==> config.mk <==
export PLATFORM = sky130hd
export DESIGN_NAME = piece_dropper
export DESIGN_NICKNAME = d
export VERILOG_FILES = /design/src/rtl/piece_dropper.sv
export SDC_FILE = /design/constraint.sdc
export NUM_CORES = 1
export LEC_CHECK = 0
export BUFFER_PORTS_ARGS = -buffer_cell sky130_fd_sc_hd__buf_2
export CORE_UTILIZATION = 45
export CTS_CLUSTER_SIZE = 10
export DETAILED_ROUTE_END_ITERATION = 10
export PLACE_DENSITY = 0.74
export SYNTH_ARGS = -nofsm -noshare
export SYNTH_HDL_FRONTEND = slang
export SYNTH_SLANG_ARGS = --single-unit
==> constraint.sdc <==
create_clock -name clk -period 1.89 [get_ports clk]
set_clock_uncertainty 0.1 [all_clocks]
set_input_delay 0.378 -clock clk [delete_from_list [all_inputs] [get_ports clk]]
set_output_delay 0.378 -clock clk [all_outputs]
set_load 0.1 [all_outputs]
==> src/rtl/piece_dropper.sv <==
// Drops a piece into the lowest empty row of a column, then hands the landed cell to the
// victory checker. Optional DRAW_DETECT_EN adds a placed-piece counter and a sticky draw flag.
module piece_dropper #(
  parameter int ROWS = 8,
  parameter int COLS = 8
) (
  input  logic       clk,
  input  logic       rst_n,
  input  logic       move_valid,
  output logic       move_ready,
  input  logic [2:0] req_col,
  input  logic [1:0] req_player,
  output logic [2:0] row_read,
  output logic [2:0] col_read,
  input  logic [1:0] data_in,
  output logic       wr_en,
  output logic [2:0] wr_row,
  output logic [2:0] wr_col,
  output logic [1:0] wr_data,
  output logic       check_start,
  output logic [2:0] move_row,
  output logic [2:0] move_col,
  input  logic       check_done,
  input  logic [1:0] winner_in,
  output logic       drop_done,
  output logic [1:0] drop_status,
  output logic [1:0] game_winner,
  output logic       draw
);

  typedef enum logic [2:0] {
    S_IDLE, S_SCAN, S_WRITE, S_CHECK, S_WAIT, S_DONE
  } state_e;

  typedef enum logic [1:0] {
    ST_PLACED  = 2'b00,
    ST_FULL    = 2'b01,
    ST_ILLEGAL = 2'b10,
    ST_OVER    = 2'b11
  } status_e;

  localparam logic [3:0] COLS_W   = 4'(COLS);
  localparam logic [2:0] LAST_ROW = 3'(ROWS - 1);

  state_e     state_q, state_d;
  status_e    drop_status_q, drop_status_d;
  logic [2:0] col_q, col_d;
  logic [1:0] player_q, player_d;
  logic [2:0] row_idx_q, row_idx_d;
  logic [1:0] game_winner_q, game_winner_d;
  logic [2:0] move_row_q, move_row_d;
  logic [2:0] move_col_q, move_col_d;
  logic       move_ready_q, move_ready_d;
  logic [2:0] row_read_q, row_read_d;
  logic [2:0] col_read_q, col_read_d;
  logic       wr_en_q, wr_en_d;
  logic [2:0] wr_row_q, wr_row_d;
  logic [2:0] wr_col_q, wr_col_d;
  logic [1:0] wr_data_q, wr_data_d;
  logic       check_start_q, check_start_d;
  logic       drop_done_q, drop_done_d;
  logic       game_over;

`ifdef DRAW_DETECT_EN
  localparam logic [6:0] CELLS = 7'(ROWS * COLS);
  logic [6:0] placed_q, placed_d;
  logic       draw_q, draw_d;
`endif

  // NOTE: every variable gets a default at the top of always_comb so no path leaves it
  // unassigned; a missing default would infer a latch.
  always_comb begin
    state_d       = state_q;
    drop_status_d = drop_status_q;
    col_d         = col_q;
    player_d      = player_q;
    row_idx_d     = row_idx_q;
    game_winner_d = game_winner_q;
    move_row_d    = move_row_q;
    move_col_d    = move_col_q;
`ifdef DRAW_DETECT_EN
    placed_d      = placed_q;
    draw_d        = draw_q;
`endif

    case (state_q)
      S_IDLE: begin
        if (move_valid && move_ready_q) begin
          col_d     = req_col;
          player_d  = req_player;
          row_idx_d = 3'd0;
          if (({1'b0, req_col} >= COLS_W) || (req_player == 2'b00) || (req_player == 2'b11)) begin
            drop_status_d = ST_ILLEGAL;
            state_d       = S_DONE;
          end else begin
            state_d = S_SCAN;
          end
        end
      end
      S_SCAN: begin
        if (data_in == 2'b00) begin
          state_d    = S_WRITE;
          move_row_d = row_idx_q;
          move_col_d = col_q;
`ifdef DRAW_DETECT_EN
          placed_d   = placed_q + 7'd1;
`endif
        end else if (row_idx_q == LAST_ROW) begin
          drop_status_d = ST_FULL;
          state_d       = S_DONE;
        end else begin
          row_idx_d = row_idx_q + 3'd1;
        end
      end
      S_WRITE: state_d = S_CHECK;
      S_CHECK: state_d = S_WAIT;
      S_WAIT: begin
        if (check_done) begin
          drop_status_d = ST_PLACED;
          if (winner_in != 2'b00) game_winner_d = winner_in;
          state_d = S_DONE;
        end
      end
      S_DONE: begin
        state_d = S_IDLE;
`ifdef DRAW_DETECT_EN
        if ((placed_q == CELLS) && (game_winner_q == 2'b00)) draw_d = 1'b1;
`endif
      end
      default: state_d = S_IDLE;
    endcase

    // Outputs are decoded from the next state so they leave the flops aligned with it.
    wr_en_d       = (state_d == S_WRITE);
    wr_row_d      = wr_en_d ? row_idx_d : 3'd0;
    wr_col_d      = wr_en_d ? col_d : 3'd0;
    wr_data_d     = wr_en_d ? player_d : 2'b00;
    check_start_d = (state_d == S_CHECK);
    drop_done_d   = (state_d == S_DONE);
    row_read_d    = (state_d == S_SCAN) ? row_idx_d : 3'd0;
    col_read_d    = (state_d == S_SCAN) ? col_d : 3'd0;

`ifdef DRAW_DETECT_EN
    game_over = (game_winner_d != 2'b00) || draw_d;
`else
    game_over = (game_winner_d != 2'b00);
`endif
    move_ready_d = (state_d == S_IDLE) && !game_over;
  end

  // NOTE: sequential state uses non-blocking assignments so every flop samples the
  // pre-edge values regardless of statement order.
  always_ff @(posedge clk) begin
    if (!rst_n) begin
      state_q       <= S_IDLE;
      drop_status_q <= ST_PLACED;
      col_q         <= 3'd0;
      player_q      <= 2'b00;
      row_idx_q     <= 3'd0;
      game_winner_q <= 2'b00;
      move_row_q    <= 3'd0;
      move_col_q    <= 3'd0;
      move_ready_q  <= 1'b1;
      row_read_q    <= 3'd0;
      col_read_q    <= 3'd0;
      wr_en_q       <= 1'b0;
      wr_row_q      <= 3'd0;
      wr_col_q      <= 3'd0;
      wr_data_q     <= 2'b00;
      check_start_q <= 1'b0;
      drop_done_q   <= 1'b0;
`ifdef DRAW_DETECT_EN
      placed_q      <= 7'd0;
      draw_q        <= 1'b0;
`endif
    end else begin
      state_q       <= state_d;
      drop_status_q <= drop_status_d;
      col_q         <= col_d;
      player_q      <= player_d;
      row_idx_q     <= row_idx_d;
      game_winner_q <= game_winner_d;
      move_row_q    <= move_row_d;
      move_col_q    <= move_col_d;
      move_ready_q  <= move_ready_d;
      row_read_q    <= row_read_d;
      col_read_q    <= col_read_d;
      wr_en_q       <= wr_en_d;
      wr_row_q      <= wr_row_d;
      wr_col_q      <= wr_col_d;
      wr_data_q     <= wr_data_d;
      check_start_q <= check_start_d;
      drop_done_q   <= drop_done_d;
`ifdef DRAW_DETECT_EN
      placed_q      <= placed_d;
      draw_q        <= draw_d;
`endif
    end
  end

  assign move_ready  = move_ready_q;
  assign row_read    = row_read_q;
  assign col_read    = col_read_q;
  assign wr_en       = wr_en_q;
  assign wr_row      = wr_row_q;
  assign wr_col      = wr_col_q;
  assign wr_data     = wr_data_q;
  assign check_start = check_start_q;
  assign move_row    = move_row_q;
  assign move_col    = move_col_q;
  assign drop_done   = drop_done_q;
  assign drop_status = drop_status_q;
  assign game_winner = game_winner_q;
`ifdef DRAW_DETECT_EN
  assign draw = draw_q;
`else
  assign draw = 1'b0;
`endif

endmodule

# Yosys cells after proc, flatten, opt, wreduce, memory -nomap -nowiden
# Cells that the tools add are included.
# totals
reg_bits	39
latchBits	0
ramBits	0
rom_bits	0
inputBits	13
output_inout_bits	29
word_cells	71
mem_count	0
# classes
addsub	1
multipliers	0
n_div	0
n_lt_le_gt_ge	0
eq_ne	15
shift	0
n_mux	23
n_bitwise	0
n_reduce_logical	15
# ops
operator	n
$mux W3	10
$mux W2	10
$pmux W3 S5	1
$eq A3 B2 Y1 const B	4
$ne A2 B2 Y1 const B	5
$eq A3 B3 Y1 const B	3
$eq A3 B1 Y1 const B	2
$logic_not A3 Y1	2
$pmux W2 S3	1
$pmux W3 S2	1
$reduce_and A2 Y1	3
$reduce_and A6 Y1	1
$logic_not A2 Y1	2
$reduce_bool A2 Y1	2
$add A3 B1 Y3 const B	1
$reduce_bool A3 Y1	1
$eq A2 B2 Y1 const B	1
$logic_and A1 B1 Y1	2
$logic_not A1 Y1	1
$logic_or A1 B1 Y1	1

# Logic depth before layout (Yosys ltp)
# Gate-level depths: netlist (run 1).
# depth
ltp_word	7
mapped_depth	7
mapped_depth_nobuf	5

# Worst setup path after synthesis (run 1)
# No wires, ideal clock.
# synth_timing
path_kind	flip-flop to flip-flop
from	register move_ready_q, in the netlist move_ready
to	register col_read_q[0], in the netlist col_read[0]
setup_ps	133
arrival_ps	1921
t_required_ps	1657
slack_ps	-264
path_stages_with_launch	5
path_buffers	0
period_less_slack_ps	2154
path_cell_list	dfxtp_1 > nand3b_1 > nor2_2 > mux2i_1 > nor3_1
# synth_between
elab_chain_len	5
elab_cells_between_ends	7
classes_between	eq/ne (1); mux (4); reduce/logical (2)
# synth_rtl
item	line_no	rtl
from (decl)	53	logic move_ready_q, move_ready_d;
from (signal assigned)	185	move_ready_q <= move_ready_d;
$logic_and A1 B1 Y1 (*)	88	if (move_valid && move_ready_q) begin
$mux W3	88	
$pmux W3 S5	86	case (state_q)
$eq A3 B1 Y1	141	col_read_d = (state_d == S_SCAN) ? col_d : 3'd0;
$reduce_and A2 Y1 (no source line)	-	
to (signal assigned)	187	col_read_q <= col_read_d;
to (decl)	55	logic [2:0] col_read_q, col_read_d;
# Mark *: on every way between the ends. The rest lies on a longest branch, timed or not.
# A chain may end at the register's enable or synchronous reset.

# Worst setup path in the final report (run 1)
# layout_timing
from	register state_q[1]
to	register wr_col_q[2], in the netlist wr_col[2]
# layout_between
elab_chain_len	5
elab_cells_between_ends	13
classes_between	eq/ne (5); mux (6); reduce/logical (2)
# layout_rtl
item	line_no	rtl
from (decl)	45	state_e state_q, state_d;
from (signal assigned)	177	state_q <= state_d;
$mux W3	108	end else if (row_idx_q == LAST_ROW) begin
$mux W3	101	if (data_in == 2'b00) begin
$pmux W3 S5	86	
$eq A3 B2 Y1	134	wr_en_d = (state_d == S_WRITE);
$reduce_and A2 Y1 (no source line)	-	
to (signal assigned)	190	wr_col_q <= wr_col_d;
to (decl)	58	logic [2:0] wr_col_q, wr_col_d;
# Several ways; a longest one is shown, not always the timed one.

==> results of run 1 <==
per-stage QoR:
step | worst slack, ns | hold WS (ns)
2_1_floorplan | 0.0306 | 0.344
3_3_place_gp | -0.120 | 0.355
3_5_place_dp | -0.160 | 0.373
4_1_cts | 0.000516 | 0.138
5_1_grt | -0.0577 | 0.143
6_report | 0.0165 | 0.151
power breakdown:
group	total, W	internal, W	switching [W]	leakage [nW]
clock network	0.000413	0.000142	0.000271	0.0272
registers	0.000910	0.000880	0.0000292	0.316
logic	0.000651	0.000196	0.000455	0.521
total	0.00197	0.00122	0.000755	0.865
layout make-up:
class                      instances  area (µm²)  share of cell area
clock buffer                       5        37.5              0.0205
clock inverter                     3        20.0              0.0109
inverter                           3        11.3             0.00615
multi-input combinational         98         627               0.342
sequential                        39         783               0.428
tap                               44        55.1              0.0301
timing repair buffer              53         298               0.163
worst reg2reg max path, delay by kind of cell (launching register included):
kind	cells	cell delay (ns)
AO/OA/AOI/OAI	1	0.33
flip-flops	1	0.34
AND/OR/NAND/NOR	3	1.05
cell usage in the layout (no fill, tap or decap), types with 2 or more instances in the layout:
cell         n
a211oi_1     2
a21oi_1      8
a21oi_2      3
a311oi_1     2
and3_1       2
buf_2       40
buf_4       13
clkbuf_4     5
clkinvlp_4   2
dfxtp_1     37
dfxtp_2      2
inv_1        3
mux2i_1     11
nand2_1      6
nand3_1      5
nand3b_1     2
nor2_1      20
nor2_2       6
nor3_1       5
o21a_1       2
o21ai_0      4
or2b_1       2
or3_4        2
cells by family after synthesis:
| logic type | after synthesis |
|---|---|
| other | 1 |
| XOR/XNOR | 1 |
| flip-flops | 39 |
| AO/OA/AOI/OAI | 26 |
| AND/OR/NAND/NOR | 58 |
| multiplexers | 11 |
| buffers and inverters | 10 |
| adder cells (fa/ha/maj) | 1 |
worst paths after layout:
| check | from | to | slack, ns | cells after the start |
|---|---|---|---|---|
| worst max-delay path | state_q[1] | wr_col[2] | 0.02 | 4 |
| worst min-delay path | rst_n | move_ready | 0.15 | 2 |
| worst max register to register | state_q[1] | wr_col[2] | 0.02 | 4 |
| worst min register to register | game_winner[1] | game_winner[1] | 0.39 | 2 |
sequential cells by signal, summed over array words and instances (netlist names), 2 cells and up:
name / flops
col_q: 3
col_read: 3
move_col: 3
move_row: 3
row_idx_q: 3
row_read: 3
state_q: 3
wr_col: 3
wr_row: 3
drop_status: 2
game_winner: 2
player_q: 2
wr_data: 2
layer usage:
| metal | share of wire | vias to the layer above | routed length, µm | track usage |
|---|---|---|---|---|
| met5 | 0 | - | 0 | 0 |
| met4 | 0.018 | 0 | 57 | 0.0918 |
| met3 | 0.030 | 6 | 96 | 0.0527 |
| met2 | 0.53 | 26 | 1690 | 0.368 |
| met1 | 0.42 | 588 | 1350 | 0.234 |
| li1 | - | 614 | - | - |
timing repair:
| action | CTS | global route |
|---|---|---|
| pin swaps | 0 | 1 |
| gates resized for setup | 2 | 5 |
| setup endpoints to repair | 7 | 15 |
| endpoints found under the hold margin | 0 | 0 |
| hold buffers | 0 | 0 |
==> results.json, run 1 <==
{
  "ys.flop_type": "dfxtp_1",
  "hpwlAfterDp_um": 2430,
  "grt_usage": 0.207,
  "ios": 42,
  "synthAdderAreaFrac": 0.00865,
  "cts_root_buf": "clkbuf_4",
  "synth_largest_area_cell": "dfxtp_1",
  "n_antenna_cell": 0,
  "cp.arrival_ns": 2.05,
  "nNetsFinal": 214,
  "num_rows": 20,
  "ir_worst_vdd_mv": 0.774,
  "core_region_area_um2": 3050,
  "drc": 0,
  "rsz0062_at_grt": "true",
  "syn_nets": 161,
  "grt_max_degree": 22,
  "worst-path-buf-inv": 0,
  "die-area_um2": 3450,
  "p_total_w": 0.00197,
  "die_y_um": 58.7,
  "critPathCaptureType": "flop",
  "place_inst": 238,
  "synth_edf_count": 0,
  "setup-violations-final": 0,
  "synthCells": 147,
  "drv_cap": 0,
  "synth_area_per_cell_um2": 9.84,
  "required_ns": 2.07,
  "hold_violations": 0,
  "num_vias": 1234,
  "path_delay_family": "simple AND/OR/NAND/NOR gates",
  "synth_top_area_share": 0.540,
  "synth_compound_area_frac": 0.117,
  "place_congestion": 0.885,
  "synth.most_common_cell": "dfxtp_1",
  "finalCritPeriodShare": 0.991,
  "die_w_um": 58.7,
  "drive_gt1_frac": 0.393,
  "crit_chain": "or4b_4 -> a211o_1 -> or3_4 -> nor2_2",
  "utilization": 0.600,
  "clkSinkCount": 39,
  "cts-buffers-inserted": 5,
  "cellLeakagePower_nw": 0.865,
  "worst-setup-path-type": "flop to flop",
  "htreeDepth": 2,
  "synth_simple_gate_area_frac": 0.213,
  "grt_pass1_wl_um": 5240,
  "grt_pass1_vias": 1220,
  "clk_path_buf_depth": 2,
  "slew_viol_final": 0,
  "design_area_um2": 1830,
  "tritoncts": "yes",
  "drt_wl_total_um": 3190,
  "power-per-cell-area_nw_per_um2": 1080,
  "via_per_inst": 5.04,
  "synth.top_cells.by_area": "dfxtp_1 54%, mux2i_1 7.6%, nor2_1 5.2%",
  "synthArstFlopShare": 0,
  "start_util": 0.474,
  "stdcell_count": 245,
  "num-fill-cells": 276,
  "wl_per_cell_um": 13.0,
  "clkSlewWorstSetupHoldPaths_ns": 0.12,
  "syn_to_final_growth_pct": 26.6,
  "detailed_place.area_um2": 1770,
  "synth_cell_type_count": 37,
  "drt_iter0_markers": 12,
  "crit_path_top_delay_cell": "or4b_4",
  "postRouteAntennaNets": 0,
  "setup_tns_ns": 0,
  "synth_area_um2": 1450,
  "synth_mux_area_frac": 0.0761,
  "ys_ff_latch": 39,
  "outcome": "completed",
  "slowest_delay_ns": 0.52,
  "start_kind": "flop",
  "dr.pass1.iters": 4,
  "period_minus_slack_ns": 1.87,
  "synth_top_family_by_area": "simple AND/OR/NAND/NOR gates",
  "cts_setup_buffers": 0,
  "grt_overflow": 0,
  "cp_max_fo": 8,
  "synthTopCellsByCount": "39 x dfxtp_1, 20 x nor2_1, 11 x mux2i_1",
  "min_path_type": "primary input to flop",
  "io_buffers": 40,
  "clk_latency_ns": 0.33,
  "antenna_found_initial": 0,
  "synth_xor_area_frac": 0.00606,
  "max_freq_mhz": 534,
  "yosysWarnings": 0,
  "ys_seq_area_frac": 0.540
}
Note: power is estimated with default switching activity, not from simulation.
==> run 2: changes to the inputs <==
ABC_AREA = 1   (was unset)
CAP_MARGIN = 5   (was unset)
==> run 2 against run 1 <==
Sequential cell count unchanged; critical path depth decreased by 3; clock power increased by 37%; cell count increased by 9.4%; worst hold slack improved by 0.0048 ns; critical path type is now flop to output pin; die area increased by 0.15%; routed wire length decreased by 13%; sequential share of layout area increased by 1.4 points; count of clock-buffer cells in the layout unchanged; highest routed layer unchanged; register-to-register slack improved by 0.36 ns.
==> results.json, run 2 <==
{
  "outcome": "completed",
  "syn_to_final_growth_pct": 22.3,
  "synth_mux_area_frac": 0.0207,
  "place_ws_ns": 0.389,
  "antenna_found_initial": 0,
  "htreeDepth": 2,
  "die_w_um": 58.7,
  "yosysWarnings": 0,
  "critPathCaptureType": "output pin",
  "place_congestion": 0.880,
  "die-area_um2": 3450,
  "tritoncts": "yes",
  "period_minus_slack_ns": 1.60,
  "synthArstFlopShare": 0,
  "drive_gt1_frac": 0.290,
  "cts_setup_buffers": 0,
  "slew_viol_final": 0,
  "clk_latency_ns": 0.34,
  "io_buffers": 40,
  "required_ns": 1.41,
  "clkSlewWorstSetupHoldPaths_ns": 0.13,
  "min_path_type": "primary input to flop",
  "start_util": 0.475,
  "ys_seq_area_frac": 0.539,
  "dr.pass1.iters": 4,
  "num_vias": 1247,
  "grt_overflow": 0,
  "ir_worst_vdd_mv": 0.774,
  "clk_path_buf_depth": 2,
  "drt_wl_total_um": 2790,
  "cp_max_fo": 1,
  "synth_simple_gate_area_frac": 0.301,
  "synth_edf_count": 0,
  "synth_area_per_cell_um2": 8.14,
  "postRouteAntennaNets": 0,
  "crit_path_top_delay_cell": "buf_2",
  "start_kind": "flop",
  "synth_largest_area_cell": "dfxtp_1",
  "drc": 0,
  "grt_pass1_vias": 1051,
  "slowest_delay_ns": 0.42,
  "cts-buffers-inserted": 5,
  "finalCritPeriodShare": 0.844,
  "grt_pass1_wl_um": 4550,
  "wl_per_cell_um": 10.4,
  "grt_usage": 0.180,
  "synth_xor_area_frac": 0,
  "core_region_area_um2": 3050,
  "synthCells": 178,
  "rsz0062_at_grt": "false",
  "mostFrequentLayoutCells": "49 x nor2_1, 40 x buf_2, 38 x dfxtp_1",
  "cts_root_buf": "clkbuf_4",
  "grt_max_degree": 18,
  "syn_nets": 192,
  "clkSinkCount": 39,
  "worst-setup-path-type": "flop to output pin",
  "place_inst": 260,
  "nNetsFinal": 237,
  "setup_tns_ns": 0,
  "drv_cap": 0,
  "cp.arrival_ns": 1.12,
  "post_cts_resized": 0,
  "drt_iter0_markers": 36,
  "ys.flop_type": "dfxtp_1",
  "synth_top_area_share": 0.539,
  "num-fill-cells": 304,
  "synth_cell_type_count": 26,
  "ctsHoldBuffers": 0,
  "ys_ff_latch": 39,
  "crit_chain": "buf_2",
  "synthAdderAreaFrac": 0.00864,
  "path_delay_family": "buffers and inverters",
  "synth.top_cells.by_area": "dfxtp_1 54%, nor2_1 13%, nand2_1 7.0%",
  "max_freq_mhz": 627,
  "worst-path-buf-inv": 1,
  "num_rows": 20,
  "die_y_um": 58.7,
  "synth_top_family_by_area": "simple AND/OR/NAND/NOR gates",
  "n_antenna_cell": 0,
  "hpwlAfterDp_um": 2070,
  "hold_violations": 0,
  "ios": 42,
  "cellLeakagePower_nw": 0.902,
  "synth_area_um2": 1450,
  "stdcell_count": 268,
  "power-per-cell-area_nw_per_um2": 1230,
  "synthTopCellsByCount": "49 x nor2_1, 39 x dfxtp_1, 27 x nand2_1",
  "rrSetupSlack_ns": 0.38,
  "synth.most_common_cell": "nor2_1",
  "setup-violations-final": 0,
  "synth_compound_area_frac": 0.0717,
  "via_per_inst": 4.65,
  "setup_slack_ns": 0.295,
  "layout_commonest_cell": "nor2_1"
}
## run 2: final timing paths
check	startpoint	to	cells past startpoint
setup / recovery	wr_data[1]	wr_data[1]	1
hold / removal	rst_n	move_ready	2
setup reg to reg	state_q[2]	row_read[1]	7
hold reg to reg	drop_status[0]	drop_status[0]	2
## run 2: stage by stage
stage / hold slack, ns / total power (W) / area, µm² / util
after floorplan: 0.347 / 0.00151 / 1450 / -
after global placement: 0.355 / 0.00162 / 1690 / 0.554
after detailed placement: 0.355 / 0.00163 / 1690 / 0.554
after CTS: 0.145 / 0.00218 / 1770 / 0.580
after global routing: 0.150 / 0.00228 / 1770 / 0.580
final: 0.155 / 0.00218 / 1770 / 0.580
## run 2: cell families after synthesis
logic type / Yosys count
buffers and inverters: 18
other: 1
adders and majority gates: 1
and+or+nand+nor: 96
DFF: 39
muxes: 3
AOI/OAI and AO/OA: 20
## run 2: final cells by class
| cell class | instances | area, µm² | share of cell area |
|---|---|---|---|
| flip-flops and latches | 39 | 782 | 0.441 |
| multi-input cells | 121 | 587 | 0.331 |
| repair buffers | 41 | 208 | 0.117 |
| inverters | 15 | 58.8 | 0.0332 |
| well taps | 44 | 55.1 | 0.0311 |
| clock inverters | 3 | 43.8 | 0.0247 |
| clock buffers | 5 | 37.5 | 0.0212 |
## run 2: per-layer routing
layer	share of wire	wire [µm]	up-vias	global-route usage
li1	-	-	654	-
met1	0.48	1350	554	0.230
met2	0.45	1260	30	0.271
met3	0.039	108	9	0.0527
met4	0.024	68	0	0.102
met5	0	0	-	0
## run 2: where the power goes
part           switching (W)  internal, W
combinational       0.000528     0.000148
sequential         0.0000408     0.000893
clock               0.000288     0.000278
==> run 3: changes to the inputs <==
CORE_UTILIZATION = 50   (was 45)
PLACE_DENSITY = 0.77   (was 0.74)
clock period = 1.7 ns   (was 1.89 ns; I/O delays follow)
==> run 3 against run 2 <==
Core utilization grew 5.9 points; die area shrank 9.7%; sequential share of layout area grew 0.22 points; via count shrank 0.40%; first-iteration DRC count shrank 25%; critical path depth is the same; power grew 10%; cell count shrank 4.5%; register-to-register slack lost 0.16 ns; combinational power grew 12%; routed wire length shrank 0.32%.
==> results.json, run 3 (synthesis gave the netlist of run 2 again) <==
{
  "ir_worst_vdd_mv": 1.06,
  "tritoncts": "yes",
  "mostFrequentLayoutCells": "49 x nor2_1, 40 x buf_2, 38 x dfxtp_1",
  "drv_cap": 0,
  "finalCritPeriodShare": 0.912,
  "busiest_layer": "met2",
  "clk_latency_ns": 0.34,
  "slew_viol_final": 0,
  "drc": 0,
  "drt_wl_total_um": 2780,
  "via_per_inst": 4.85,
  "cts-buffers-inserted": 5,
  "place_congestion": 0.920,
  "dr.pass1.iters": 4,
  "outcome": "completed",
  "design_area_um2": 1760,
  "p_sw_frac": 0.388,
  "detailed_place.area_um2": 1680,
  "cellLeakagePower_nw": 0.907,
  "drive_gt1_frac": 0.293,
  "place_inst": 248,
  "critPathCaptureType": "output pin",
  "grt_pass1_vias": 1144,
  "die_y_um": 55.8,
  "clkSinkCount": 39,
  "die_w_um": 55.8,
  "slowest_delay_ns": 0.42,
  "grt_use_met1": 0.266,
  "p_sw_w": 0.000933,
  "hold_violations": 0,
  "clk_path_buf_depth": 2,
  "num_vias": 1242,
  "nNetsFinal": 238,
  "wl_per_cell_um": 10.9,
  "cts_setup_buffers": 0,
  "drt_iter0_markers": 27,
  "multi_input_area_um2": 587,
  "hpwlAfterDp_um": 2080,
  "required_ns": 1.26,
  "clkSlewWorstSetupHoldPaths_ns": 0.12,
  "crit_chain": "buf_2",
  "worst-path-buf-inv": 1,
  "die-area_um2": 3120,
  "syn_to_final_growth_pct": 21.7,
  "stdcell_count": 256,
  "cts_root_buf": "clkbuf_4",
  "antenna_found_initial": 0,
  "grt_pass1_wl_um": 4930,
  "power-per-cell-area_nw_per_um2": 1360,
  "register_area_um2": 782,
  "p_total_w": 0.00240,
  "min_path_type": "primary input to flop",
  "cp.arrival_ns": 1.11,
  "ios": 42,
  "max_freq_mhz": 645,
  "grt_max_degree": 14,
  "grt_overflow": 0,
  "period_minus_slack_ns": 1.55,
  "postRouteAntennaNets": 0,
  "grtUsageMet2": 0.317,
  "num_rows": 19,
  "post_cts_resized": 0,
  "seq_power_share": 0.431,
  "start_util": 0.525,
  "worst-setup-path-type": "flop to output pin",
  "layout_commonest_cell": "nor2_1",
  "p_int_w": 0.00147,
  "setup-violations-final": 0,
  "grt_usage": 0.203,
  "num-fill-cells": 262,
  "crit_path_top_delay_cell": "buf_2",
  "cp_max_fo": 1,
  "setup_tns_ns": 0,
  "n_antenna_cell": 0,
  "combPwrFrac": 0.314,
  "pwr-share-clk": 0.254,
  "ctsHoldBuffers": 0,
  "htreeDepth": 2,
  "io_buffers": 40,
  "path_delay_family": "buffers and inverters",
  "core_region_area_um2": 2760,
  "start_kind": "flop",
  "use_met3": 0.0535,
  "rsz0062_at_grt": "false"
}
[run 3: power groups by stage]
stage	registers [W]	clock network [W]	logic, W
2_1_floorplan	0.00135	0	0.000333
3_3_place_gp	0.00105	0	0.000750
3_5_place_dp	0.00106	0	0.000753
4_1_cts	0.00104	0.000621	0.000760
5_1_grt	0.00105	0.000672	0.000817
6_report	0.00104	0.000611	0.000755
[run 3: layer usage]
layer,wire length [µm],up-vias
met5,0,-
met4,53,0
met3,119,7
met2,1290,28
met1,1320,559
li1,-,648
[run 3: final timing paths]
check | start | endpoint | slack [ns] | depth (start not counted)
worst max-delay path | wr_row[1] | wr_row[1] | 0.15 | 1
worst min-delay path | rst_n | move_ready | 0.14 | 2
worst max register to register | state_q[1] | col_read[1] | 0.22 | 8
worst min register to register | drop_status[0] | drop_status[0] | 0.36 | 2
[run 3: area by class of cell]
class,instances,area share
clock buffer,5,0.0213
inverter,15,0.0334
multi-input combinational,121,0.333
clock inverter,3,0.0248
timing repair buffer,42,0.122
sequential,39,0.444
tap,31,0.0220
[run 3: stage by stage]
step	setup slack (ns)	utilization	hold slack, ns
4_1_cts	0.135	0.639	0.132
3_3_place_gp	0.242	0.610	0.346
3_5_place_dp	0.216	0.610	0.350
5_1_grt	0.0835	0.639	0.130
6_report	0.149	0.639	0.140
2_1_floorplan	0.0724	-	0.309
